<file path="config.mk">
export PLATFORM = sky130hd
export DESIGN_NAME = dmem_arbiter_flat
export DESIGN_NICKNAME = d
export VERILOG_FILES = /design/src/rtl/dmem_arbiter_pkg.sv /design/src/rtl/dmem_arbiter_if.sv /design/src/rtl/dmem_arbiter_rr_arbiter2.sv /design/src/rtl/dmem_arbiter.sv /design/src/flat_wrapper.sv
export SDC_FILE = /design/constraint.sdc
export NUM_CORES = 1
export LEC_CHECK = 0
export ABC_AREA = 1
export ABC_CLOCK_PERIOD_IN_PS = 3550
export CORE_AREA = 4 4 228 230
export DETAILED_ROUTE_END_ITERATION = 7
export DIE_AREA = 0 0 232 234
export HOLD_SLACK_MARGIN = 0.15
export PLACE_DENSITY = 0.57
export SETUP_SLACK_MARGIN = 0.2
export SLEW_MARGIN = 40
export SYNTH_ARGS = -nofsm -noshare
export SYNTH_HDL_FRONTEND = slang
export SYNTH_SLANG_ARGS = --single-unit
</file>
<file path="constraint.sdc">
create_clock -name clk -period 3.55 [get_ports clk]
set_input_delay 0.71 -clock clk [delete_from_list [all_inputs] [get_ports clk]]
set_output_delay 0.71 -clock clk [all_outputs]
set_load 0.03 [all_outputs]
</file>
<file path="src/rtl/dmem_arbiter_pkg.sv">
// Shared types and helpers for the data-memory arbiter.
// State encoding, memory geometry and the address legality check.
package dmem_arb_pkg;

    localparam int MEM_BYTES  = 64;
    localparam int WORD_BYTES = 8;
    localparam int ADDR_W     = 64;
    localparam int DATA_W     = 64;

    typedef enum logic [1:0] {
        IDLE,
        ACCESS,
        RESP
    } state_t;

    // Word aligned and the whole word lies inside the memory.
    function automatic logic addr_legal(
        input logic [ADDR_W-1:0] addr,
        input int unsigned       mem_bytes
    );
        logic [ADDR_W-1:0] last_word;
        last_word = ADDR_W'(mem_bytes) - ADDR_W'(WORD_BYTES);
        return (addr[2:0] == 3'b000) && (addr <= last_word);
    endfunction

endpackage

</file>
<file path="src/rtl/dmem_arbiter_if.sv">
// One requester port of the data-memory arbiter.
// Request side is valid/ready; response side is a valid-only pulse.
interface dmem_arbiter_if #(
    parameter int ADDR_W = 64,
    parameter int DATA_W = 64
) ();

    logic              req_valid;
    logic              req_write;
    logic [ADDR_W-1:0] req_addr;
    logic [DATA_W-1:0] req_wdata;
    logic              req_ready;
    logic              rsp_valid;
    logic              rsp_err;
    logic [DATA_W-1:0] rsp_rdata;

    modport master (
        output req_valid,
        output req_write,
        output req_addr,
        output req_wdata,
        input  req_ready,
        input  rsp_valid,
        input  rsp_err,
        input  rsp_rdata
    );

    modport slave (
        input  req_valid,
        input  req_write,
        input  req_addr,
        input  req_wdata,
        output req_ready,
        output rsp_valid,
        output rsp_err,
        output rsp_rdata
    );

endinterface

</file>
<file path="src/rtl/dmem_arbiter_rr_arbiter2.sv">
// Two-requester round-robin grant logic.
// On a tie the requester that did not win last time is granted.
module rr_arbiter2 (
    input  logic [1:0] req,
    input  logic       last_grant,
    input  logic       enable,
    output logic [1:0] grant
);

    // One-hot grant; nothing granted while disabled.
    always_comb begin
        grant = 2'b00;
        if (enable) begin
            unique case (req)
                2'b01:   grant = 2'b01;
                2'b10:   grant = 2'b10;
                2'b11:   grant = last_grant ? 2'b01 : 2'b10;
                default: grant = 2'b00;
            endcase
        end
    end

endmodule

</file>
<file path="src/rtl/dmem_arbiter.sv">
// Two-port arbiter and one-at-a-time sequencer for the data memory.
// Port 0 is the load/store unit, port 1 the debug/loader port.
module dmem_arbiter #(
    parameter int MEM_BYTES = 64,
    parameter int ADDR_W    = 64,
    parameter int DATA_W    = 64
) (
    input  logic              clk,
    input  logic              reset,
    dmem_arbiter_if.slave     p0,
    dmem_arbiter_if.slave     p1,
    output logic              MemWrite,
    output logic              MemRead,
    output logic [ADDR_W-1:0] Mem_Addr,
    output logic [DATA_W-1:0] Write_Data,
    input  logic [DATA_W-1:0] Read_Data
);

    import dmem_arb_pkg::*;

    state_t            state;
    state_t            state_d;
    logic              last_grant;
    logic              lat_port;
    logic              lat_write;
    logic [ADDR_W-1:0] lat_addr;
    logic [DATA_W-1:0] lat_wdata;
    logic              err_q;
    logic [DATA_W-1:0] rdata_q;

    logic [1:0]        grant;
    logic              arb_en;
    logic              accept;
    logic              sel;
    logic              req_write;
    logic [ADDR_W-1:0] req_addr;
    logic [DATA_W-1:0] req_wdata;
    logic              legal;

    assign arb_en    = (state == IDLE) && !reset;
    assign accept    = |grant;
    assign sel       = grant[1];
    assign req_write = sel ? p1.req_write : p0.req_write;
    assign req_addr  = sel ? p1.req_addr  : p0.req_addr;
    assign req_wdata = sel ? p1.req_wdata : p0.req_wdata;
    assign legal     = addr_legal(req_addr, MEM_BYTES);

    rr_arbiter2 u_rr (
        .req        ({p1.req_valid, p0.req_valid}),
        .last_grant (last_grant),
        .enable     (arb_en),
        .grant      (grant)
    );

    // Sequence: accept in IDLE, one memory cycle, one response cycle.
    always_comb begin
        state_d = state;
        unique case (state)
            IDLE:    if (accept) state_d = legal ? ACCESS : RESP;
            ACCESS:  state_d = RESP;
            RESP:    state_d = IDLE;
            default: state_d = IDLE;
        endcase
    end

    // State register.
    always_ff @(posedge clk) begin
        if (reset) state <= IDLE;
        else       state <= state_d;
    end

    // Latch the accepted request and capture load data.
    always_ff @(posedge clk) begin
        if (reset) begin
            last_grant <= 1'b1;
            lat_port   <= 1'b0;
            lat_write  <= 1'b0;
            lat_addr   <= '0;
            lat_wdata  <= '0;
            err_q      <= 1'b0;
            rdata_q    <= '0;
        end else begin
            if (accept) begin
                last_grant <= sel;
                lat_port   <= sel;
                lat_write  <= req_write;
                lat_addr   <= req_addr;
                lat_wdata  <= req_wdata;
                err_q      <= !legal;
                rdata_q    <= '0;
            end
            if (state == ACCESS && !lat_write) begin
                rdata_q <= Read_Data;
            end
        end
    end

    // Memory side is only driven during the access cycle.
    always_comb begin
        MemWrite   = 1'b0;
        MemRead    = 1'b0;
        Mem_Addr   = '0;
        Write_Data = '0;
        if (!reset && state == ACCESS) begin
            Mem_Addr = lat_addr;
            MemWrite = lat_write;
            MemRead  = !lat_write;
            if (lat_write) Write_Data = lat_wdata;
        end
    end

    // Handshake and response pulse for the owning port.
    always_comb begin
        p0.req_ready = grant[0];
        p1.req_ready = grant[1];
        p0.rsp_valid = 1'b0;
        p0.rsp_err   = 1'b0;
        p0.rsp_rdata = '0;
        p1.rsp_valid = 1'b0;
        p1.rsp_err   = 1'b0;
        p1.rsp_rdata = '0;
        if (!reset && state == RESP) begin
            if (lat_port) begin
                p1.rsp_valid = 1'b1;
                p1.rsp_err   = err_q;
                p1.rsp_rdata = rdata_q;
            end else begin
                p0.rsp_valid = 1'b1;
                p0.rsp_err   = err_q;
                p0.rsp_rdata = rdata_q;
            end
        end
    end

endmodule

</file>
<file path="src/flat_wrapper.sv">
// flat-port wrapper written by rule: the top's interface ports become plain ports
module dmem_arbiter_flat import dmem_arb_pkg::*;
#(
    parameter int MEM_BYTES = 64,
    parameter int ADDR_W    = 64,
    parameter int DATA_W    = 64
)
  (clk, reset, MemWrite, MemRead, Mem_Addr, Write_Data, Read_Data, p0_req_valid, p0_req_write, p0_req_addr, p0_req_wdata, p0_req_ready, p0_rsp_valid, p0_rsp_err, p0_rsp_rdata, p1_req_valid, p1_req_write, p1_req_addr, p1_req_wdata, p1_req_ready, p1_rsp_valid, p1_rsp_err, p1_rsp_rdata);
  dmem_arbiter_if #(.ADDR_W(ADDR_W), .DATA_W(DATA_W)) p0_i ();
  dmem_arbiter_if #(.ADDR_W(ADDR_W), .DATA_W(DATA_W)) p1_i ();
  input  logic clk;
  input  logic reset;
  output logic MemWrite;
  output logic MemRead;
  output logic [ADDR_W-1:0] Mem_Addr;
  output logic [DATA_W-1:0] Write_Data;
  input  logic [DATA_W-1:0] Read_Data;
  input wire logic [$bits(p0_i.req_valid)-1:0] p0_req_valid;
  input wire logic [$bits(p0_i.req_write)-1:0] p0_req_write;
  input wire logic [$bits(p0_i.req_addr)-1:0] p0_req_addr;
  input wire logic [$bits(p0_i.req_wdata)-1:0] p0_req_wdata;
  output wire logic [$bits(p0_i.req_ready)-1:0] p0_req_ready;
  output wire logic [$bits(p0_i.rsp_valid)-1:0] p0_rsp_valid;
  output wire logic [$bits(p0_i.rsp_err)-1:0] p0_rsp_err;
  output wire logic [$bits(p0_i.rsp_rdata)-1:0] p0_rsp_rdata;
  input wire logic [$bits(p1_i.req_valid)-1:0] p1_req_valid;
  input wire logic [$bits(p1_i.req_write)-1:0] p1_req_write;
  input wire logic [$bits(p1_i.req_addr)-1:0] p1_req_addr;
  input wire logic [$bits(p1_i.req_wdata)-1:0] p1_req_wdata;
  output wire logic [$bits(p1_i.req_ready)-1:0] p1_req_ready;
  output wire logic [$bits(p1_i.rsp_valid)-1:0] p1_rsp_valid;
  output wire logic [$bits(p1_i.rsp_err)-1:0] p1_rsp_err;
  output wire logic [$bits(p1_i.rsp_rdata)-1:0] p1_rsp_rdata;
  assign p0_i.req_valid = p0_req_valid;
  assign p0_i.req_write = p0_req_write;
  assign p0_i.req_addr = p0_req_addr;
  assign p0_i.req_wdata = p0_req_wdata;
  assign p0_req_ready = p0_i.req_ready;
  assign p0_rsp_valid = p0_i.rsp_valid;
  assign p0_rsp_err = p0_i.rsp_err;
  assign p0_rsp_rdata = p0_i.rsp_rdata;
  assign p1_i.req_valid = p1_req_valid;
  assign p1_i.req_write = p1_req_write;
  assign p1_i.req_addr = p1_req_addr;
  assign p1_i.req_wdata = p1_req_wdata;
  assign p1_req_ready = p1_i.req_ready;
  assign p1_rsp_valid = p1_i.rsp_valid;
  assign p1_rsp_err = p1_i.rsp_err;
  assign p1_rsp_rdata = p1_i.rsp_rdata;
  dmem_arbiter #(.MEM_BYTES(MEM_BYTES), .ADDR_W(ADDR_W), .DATA_W(DATA_W)) u_core (.clk(clk), .reset(reset), .p0(p0_i), .p1(p1_i), .MemWrite(MemWrite), .MemRead(MemRead), .Mem_Addr(Mem_Addr), .Write_Data(Write_Data), .Read_Data(Read_Data));
endmodule
</file>
**Yosys cells after proc, flatten, opt, wreduce, memory -nomap -nowiden**

Cells that the tools add are included.

- $lt $le $gt $ge: 1
- Eq/ne operators: 6
- Multiplexer cells: 28
- Reductions and logical operators: 12

Operators with widths:

| cell | number |
|---|---|
| 64-bit 2-to-1 mux | 11 |
| 64-bit by 6-bit <= comparator with 1-bit output, second input constant | 1 |
| 1-bit 2-to-1 mux | 11 |
| 2-bit 2-to-1 mux | 4 |
| 2-bit equality test, second input constant | 3 |
| 2-bit one-hot mux with 3 select lines | 1 |
| 1-bit logical AND | 5 |
| 2-bit by 1-bit equality test with 1-bit output, second input constant | 2 |
| 2-bit one-hot mux with 2 select lines | 1 |
| 1-bit logical NOT | 3 |
| 3-bit logical NOT | 1 |
| 2-bit logical NOT | 1 |
| 2-bit by 1-bit != test with 1-bit output, second input constant | 1 |
| 2-bit nonzero test | 1 |
| 2-bit OR reduction | 1 |

- Register bits: 198
- Input port bits: 326
- Output and inout port bits: 264
- Word-level logic and storage cells: 55

**Depth between registers and ports, before layout**

Gate-level depths: netlist of run 1.

- Word-level depth: 9
- Gate-level depth with buffers: 16

**By module**

From an unflattened synthesis of run 1, not the netlist that was laid out.

- Cells, all modules: 1671
- Area, all modules: 10219.8 um^2

By module, submodules not included:

| module | instances | cells an instance | area each (um^2) | seq. area each (um^2) |
|---|---|---|---|---|
| dmem_arbiter | 1 | 1666 | 10198.5 | 3963.8 |
| rr_arbiter2 | 1 | 5 | 21.3 | 0.0 |

**Least setup slack after synthesis of run 1**

No wires, ideal clock.

- Path type: input-to-output
- Start point: in reset
- End point: out p1_rsp_rdata[13]
- Arrival time: 2.311 ns
- Required time: 2.840 ns
- Setup slack: 0.529 ns
- Stages: 7
- Cells stage by stage: nor3_1 > inv_1 > nor2_1 > inv_1 > clkbuf_1 > clkbuf_1 > nor2_1

- Cells in the longest elaborated chain, start to end: 3

Ends and longest elaborated chain:

| item | line | text |
|---|---|---|
| from (decl) | flat_wrapper.sv:12 | `input logic reset;` |
| 1-bit logical NOT | dmem_arbiter.sv:122 | `if (!reset && state == RESP) begin` |
| 1-bit logical AND | dmem_arbiter.sv:122 |  |
| 64-bit 2-to-1 mux | dmem_arbiter.sv:122 |  |
| to (decl) | flat_wrapper.sv:33 | `output wire logic [$bits(p1_i.rsp_rdata)-1:0] p1_rsp_rdata;` |

Every way passes these cells.

**Worst setup path after layout of run 1**

- Start point: in reset
- End point: out p0_req_ready

- Cells in the longest elaborated chain, start to end: 3

Ends and longest elaborated chain:

| item | line | text |
|---|---|---|
| 1-bit logical NOT | dmem_arbiter.sv:40 | `assign arb_en = (state == IDLE) && !reset;` |
| 1-bit logical AND | dmem_arbiter.sv:40 |  |
| 2-bit 2-to-1 mux | dmem_arbiter_rr_arbiter2.sv:13 | `if (enable) begin` |
| to (decl) | flat_wrapper.sv:22 | `output wire logic [$bits(p0_i.req_ready)-1:0] p0_req_ready;` |

Every way passes these cells.

==> results.cfg, run 1 <==
[run_status]
outcome = finished, final reports clean

[die]
design.core.area_um2 = 49900
boundaryPins = 590
fp.dieArea_um2 = 54300
rows = 82
fp.dieH_um = 234
floorplan.die.width_um = 232
start_util_pct = 20.3

[timing]
max_slew.worst_pin.slew_ps = 761
clock_skew_ps = 10.3
final-max-slew-violation-count = 0
period_share_pct = 88.5
worst_slew_margin_relative_to_its_limit_pct = 49.2
max_clock_freq_mhz = 318
number_of_endpoints_failing_setup_at_the_final_stage = 0
final-hold-violation-count = 0
setup-tns-final_ps = 0
grt_setup_unrepaired = false
fin_crit_ps = 3140

[route]
num_vias = 12000
first_pass_iters = 5
vias_per_cell = 4.32
detail_route.iter0.violations = 710
drt.antenna.violating_nets = 0
avg_wl_per_cell_um = 16.5
count_of_unresolved_drc_violations_after_routing = 0
totalWireLength_um = 45800

[clocking]
cts_made_buffers = 17
clock_tree.root_cell = sky130_fd_sc_hd__clkbuf_16
cts_setup_buffers = 0
ctsLongestPathBuffers = 2
cts_num_sinks = 198
cts-htree-levels = 4
cts_tree = yes
path_clk_slew_ps = 70
worst_skew_pair.late_latency_ps = 490

[power]
worst_supply_voltage_drop_on_vdd_mv = 0.307
pwr-share-clk_pct = 36.5
comb_power_share_pct = 19.9
power.static_leakage_nw = 7.40
netSwitchingPower_mw = 1.58
p_int_mw = 3.96
part_of_the_power_in_registers_pct = 43.6
pwr_density_cell_nw_per_um2 = 323
switching_part_of_the_total_power_pct = 28.5

[global_routing]
grt_max_degree = 75
wire_length_of_the_first_global_routing_pass_um = 67500
grt_pass1_vias = 11900
groute.usage.overall_pct = 16.1
grt_overflow = 0
initial_antenna_violation_count = 6

[final_layout]
final_layout_size_suffix_gt1_share_pct = 8.63
final_net_count = 2423
multiInputGateArea_um2 = 5050
layout_commonest_cell = sky130_fd_sc_hd__nor2_1
areaGrowthSynthToFinish_pct = 69.2
mostFrequentLayoutCells = 494 x sky130_fd_sc_hd__nor2_1, 353 x sky130_fd_sc_hd__clkdlybuf4s50_1, 324 x sky130_fd_sc_hd__nand2_1
seq_area_um2 = 3970
final_core_utilization_pct = 34.4
nFillCells = 5453

[worst_setup_path]
timing.critical_path.cells = buf_4 > buf_4 > nor2_1 > nand2_2 > nor2_1 > clkdlybuf4s50_1
critical_path.slowest_cell = sky130_fd_sc_hd__clkdlybuf4s50_1
end_kind = output pin
critical_path_arrival_ps = 2430
worstPathMaxFanout = 20
critical_path.startpoint_type = primary input
max_stage_delay_ps = 760
timing.critical_path.required_ps = 2840
worstSetupPathType = primary input to output pin

[yosys]
mappedNetlistArea_um2 = 10100
synth_cell_types = 22
post_synth_inst_count = 1582
mappedNetlistNets = 1908
ys_seq_elements = 198
yosysWarnings = 0
seq_area_frac_synth_pct = 39.1
avgSynthCellArea_um2 = 6.41

[min_path]
hold_path_class = register to register

[placement]
place_hpwl_um = 35400
routabilityCongestion = 0.877
portBuffers = 589

[job]
cap_viol_max_count = 0
stage by stage:
stage / instance area (um^2) / hold WS, ps / setup slack [ps] / power (mW) / cells
final: 17200 / 463 / 407 / 5.54 / 2786
after global routing: 17200 / 482 / 203 / 5.82 / 2785
after CTS: 17100 / 463 / 201 / 5.63 / 2782
after detailed placement: 16600 / 452 / 306 / 3.57 / 2750
after global placement: 16600 / 450 / 347 / 3.55 / 2750
after floorplan: 10100 / 436 / 529 / 3.00 / 1582
synthesized netlist by cell type, drive strengths merged:
| cell | count | area (um^2) |
|---|---|---|
| nor2 | 498 | 1890 |
| inv | 148 | 556 |
| nand2 | 327 | 1230 |
| a31oi | 1 | 21.3 |
| a32o | 64 | 641 |
| o21ai | 83 | 415 |
| nand3 | 4 | 20.0 |
| dfxtp | 198 | 3960 |
| nor3 | 2 | 10.0 |
| buf | 43 | 278 |
| o21bai | 2 | 15.0 |
| clkbuf | 81 | 304 |
| a211oi | 56 | 420 |
| a21oi | 75 | 375 |
final cells by class:
class	count	area share [%]
well taps	672	4.90
clock inverters	12	0.832
clock buffers	20	2.60
flip-flops and latches	198	23.1
diodes	4	0.0584
repair buffers	620	35.8
inverters	148	3.25
multi-input cells	1112	29.5
power groups by stage:
| stage | clock (mW) | sequential, mW | combinational (mW) |
|---|---|---|---|
| after floorplan | 0 | 2.45 | 0.553 |
| after global placement | 0 | 2.46 | 1.09 |
| after detailed placement | 0 | 2.46 | 1.10 |
| after CTS | 2.11 | 2.41 | 1.11 |
| after global routing | 2.18 | 2.43 | 1.22 |
| final | 2.02 | 2.41 | 1.10 |
registers in the layout, indices dropped and copies added, names as in the netlist:
register           flops
u_core.lat_port        1
u_core.lat_write       1
u_core.rdata_q        64
u_core.lat_addr       64
u_core.state           2
u_core.err_q           1
u_core.lat_wdata      64
u_core.last_grant      1
critical path, delay by kind of cell:
| family | cells | cell delay [ps] |
|---|---|---|
| and+or+nand+nor | 3 | 610 |
| buffers and inverters | 3 | 1100 |
layer usage:
metal  vias up  GRT usage [%]  share of wire (%)
met3        64           4.69                7.0
met5         -              0              0.059
met4         4           6.43                2.8
li1       6031              -                  -
met2       401           28.0                 50
met1      5529           18.7                 40
cell families (layout without fill, tap and decap cells):
group / count (synthesis) / in the layout / share of synthesized area (%)
DFF: 198 / 198 / 39.1
and+or+nand+nor: 831 / 831 / 31.1
AOI/OAI and AO/OA: 281 / 281 / 18.6
other: 0 / 4 / 0
buffers and inverters: 272 / 800 / 11.2
what timing repair did:
item | in CTS | in global routing
hold buffers | 0 | 0
pin swaps | 0 | 0
endpoints found under the setup margin | 95 | 36
resized for setup | 95 | 36
worst paths after layout:
kind / start / to / slack [ps] / depth (start not counted)
min reg2reg: u_core.lat_addr[41] / u_core.lat_addr[41] / 460 / 2
max reg2reg: u_core.state[1] / u_core.lat_wdata[11] / 1130 / 10
min: u_core.lat_addr[41] / u_core.lat_addr[41] / 460 / 2
max: reset / p0_req_ready / 410 / 6
No activity file was read; power rests on OpenSTA's default activity.
==> run 2, diff against run 1 <==
--- a/config.mk
+++ b/config.mk
@@ -6,12 +6,12 @@
 export NUM_CORES = 1
 export LEC_CHECK = 0
 export ABC_AREA = 1
-export ABC_CLOCK_PERIOD_IN_PS = 3550
-export CORE_AREA = 4 4 228 230
+export ABC_CLOCK_PERIOD_IN_PS = 3900
+export CORE_AREA = 2 2 232 234
 export DETAILED_ROUTE_END_ITERATION = 7
-export DIE_AREA = 0 0 232 234
+export DIE_AREA = 0 0 234 236
 export HOLD_SLACK_MARGIN = 0.15
-export PLACE_DENSITY = 0.57
+export PLACE_DENSITY = 0.55
 export SETUP_SLACK_MARGIN = 0.2
 export SLEW_MARGIN = 40
 export SYNTH_ARGS = -nofsm -noshare
==> constraint.sdc (replaced) <==
create_clock -name clk -period 3.9 [get_ports clk]
set_input_delay 0.78 -clock clk [delete_from_list [all_inputs] [get_ports clk]]
set_output_delay 0.78 -clock clk [all_outputs]
set_load 0.03 [all_outputs]
==> run 2 against run 1 <==
Effect of this change:
- via count down 0.60%
- first-iteration DRC count down 26%
- global-route usage down 0.95 points
- combinational power down 12%
- utilization down 2.4 points
- critical path depth unchanged
- sequential share of layout area up 0.23 points
- wire length down 5.4%
- worst hold slack about the same
- worst setup slack better by 38 ps
- critical path type is now register to output pin
- critical endpoint is now Mem_Addr[47]
- largest cell class unchanged
==> results.cfg, run 2 (synthesis gave the netlist of run 1 again) <==
[run_status]
outcome = finished, final reports clean

[final_layout]
n_antenna_cell = 0
layout_commonest_cell = sky130_fd_sc_hd__nor2_1
biggest_regs = u_core.lat_addr: 64 flops, u_core.lat_wdata: 64 flops, u_core.rdata_q: 64 flops
stdcell_area_um2 = 17000
final_net_count = 2415
nFillCells = 5806
final_layout_size_suffix_gt1_share_pct = 9.33
mostFrequentLayoutCells = 494 x sky130_fd_sc_hd__nor2_1, 460 x sky130_fd_sc_hd__clkdlybuf4s50_1, 324 x sky130_fd_sc_hd__nand2_1
areaGrowthSynthToFinish_pct = 67.5

[die]
design.core.area_um2 = 53100
boundaryPins = 590
start_util_pct = 19.1
rows = 85
floorplan.die.width_um = 234
fp.dieArea_um2 = 55200
fp.dieH_um = 236

[job]
cap_viol_max_count = 0

[worst_setup_path]
critical_path.slowest_cell = sky130_fd_sc_hd__clkdlybuf4s50_1
reg2reg_depth = 9
critical_path_arrival_ps = 2670
timing.critical_path.depth = 6
max_stage_delay_ps = 710
timing.critical_path.required_ps = 3120
critical_path.startpoint_type = register
worstSetupPathType = register to output pin
timing.critical_path.max_delay_family = buffers and inverters
end_kind = output pin
critical_path_buf_inv_count = 4
timing.critical_path.cells = inv_2 > nor3_1 > inv_4 > buf_12 > nor2_1 > clkdlybuf4s50_1
worstPathMaxFanout = 34

[clocking]
holdBufCountCts = 0
cts-htree-levels = 4
cts_made_buffers = 17
cts_tree = yes
clock_tree.root_cell = sky130_fd_sc_hd__clkbuf_16
cts_setup_buffers = 0
cts.repair.resized = 0
cts_num_sinks = 198
path_clk_slew_ps = 80
worst_skew_pair.late_latency_ps = 480
ctsLongestPathBuffers = 2

[global_routing]
wire_length_of_the_first_global_routing_pass_um = 64700
groute.usage.overall_pct = 15.2
grt_pass1_vias = 11600
grt_max_degree = 134
grt_overflow = 0
initial_antenna_violation_count = 0

[placement]
routabilityCongestion = 0.852
place_hpwl_um = 33100
portBuffers = 589
pre_cts_ws_ps = 237
place_area_um2 = 16400

[route]
drt.antenna.violating_nets = 0
vias_per_cell = 4.27
first_pass_iters = 5
totalWireLength_um = 43400
count_of_unresolved_drc_violations_after_routing = 0
avg_wl_per_cell_um = 15.5
num_vias = 12000
detail_route.iter0.violations = 528

[timing]
number_of_endpoints_failing_setup_at_the_final_stage = 0
period_share_pct = 88.6
max_slew.worst_pin.slew_ps = 782
max_clock_freq_mhz = 289
clock_skew_ps = 14.0
setup-tns-final_ps = 0
final-hold-violation-count = 0
grt_setup_unrepaired = false
worst_slack_ps = 445
worst_slew_margin_relative_to_its_limit_pct = 47.8
fin_crit_ps = 3450
final-max-slew-violation-count = 0

[power]
pwr_density_cell_nw_per_um2 = 291
power.static_leakage_nw = 6.22
worst_supply_voltage_drop_on_vdd_mv = 0.288

[min_path]
worst_hold_path.num_cells = 2
hold_path_class = register to register
run 2: cell count changes in the layout (fill, tap and decap cells not counted), moves of 2 or more:
cell | previous run | this run
sky130_fd_sc_hd__buf_4 | 112 | 133
sky130_fd_sc_hd__clkdlybuf4s50_1 | 353 | 460
sky130_fd_sc_hd__buf_12 | 24 | 17
sky130_fd_sc_hd__dlymetal6s2s_1 | 36 | 0
sky130_fd_sc_hd__dlygate4sd2_1 | 95 | 0
sky130_fd_sc_hd__diode_2 | 4 | 0
sky130_fd_sc_hd__clkinvlp_4 | 3 | 5
run 2: power by group:
part / internal [mW] / leakage, nW / switching, mW
Sequential: 2.15 / 1.62 / 0.0569
Combinational: 0.470 / 4.35 / 0.504
Clock: 0.890 / 0.254 / 0.871
run 2: final cells by class:
class,count,area (um^2),share of cell area (%)
clock inverter,11,121,0.715
inverter,148,558,3.29
clock buffer,20,437,2.57
sequential,198,3970,23.3
multi-input combinational,1112,5050,29.7
tap,696,871,5.13
timing repair buffer,612,5980,35.2
run 2: path summary, 6_finish.rpt:
kind                                     startpoint                  end  slack (ps)
worst max-delay path                u_core.state[0]         Mem_Addr[47]         450
worst min-delay path            u_core.lat_addr[17]  u_core.lat_addr[17]         460
worst max register to register      u_core.state[0]   u_core.rdata_q[43]        1130
worst min register to register  u_core.lat_addr[17]  u_core.lat_addr[17]         460
run 2: per-layer routing:
| layer | track usage, % | vias up | share of wire (%) |
|---|---|---|---|
| met1 | 17.9 | 5571 | 42 |
| met3 | 3.71 | 37 | 6.4 |
| met2 | 26.7 | 353 | 50 |
| li1 | - | 5996 | - |
| met5 | 0 | - | 0 |
| met4 | 4.87 | 0 | 1.8 |
run 2: per-stage QoR:
step | instances | util [%] | power, mW | hold slack [ps]
3_5_place_dp | 2765 | 30.9 | 3.23 | 452
6_report | 2797 | 32.0 | 4.94 | 464
4_1_cts | 2796 | 32.0 | 5.04 | 465
5_1_grt | 2797 | 32.0 | 5.21 | 482
2_1_floorplan | 1582 | - | 2.73 | 436
3_3_place_gp | 2765 | 30.9 | 3.21 | 449
run 2: tightest hold or removal path, delay by kind of cell, from the launching register on:
kind | cells | cell delay (ps)
buffers and inverters | 1 | 60
DFF | 1 | 300
AOI/OAI and AO/OA | 1 | 60
==> run 3, diff against run 2 <==
--- a/config.mk
+++ b/config.mk
@@ -8,11 +8,11 @@
 export ABC_AREA = 1
 export ABC_CLOCK_PERIOD_IN_PS = 3900
 export CORE_AREA = 2 2 232 234
+export CTS_CLUSTER_DIAMETER = 50
 export DETAILED_ROUTE_END_ITERATION = 7
 export DIE_AREA = 0 0 234 236
 export HOLD_SLACK_MARGIN = 0.15
 export PLACE_DENSITY = 0.55
-export SETUP_SLACK_MARGIN = 0.2
 export SLEW_MARGIN = 40
 export SYNTH_ARGS = -nofsm -noshare
 export SYNTH_HDL_FRONTEND = slang
==> results of run 3 <==
Same layout as run 2: the final DEF is identical, and so are final timing and power.
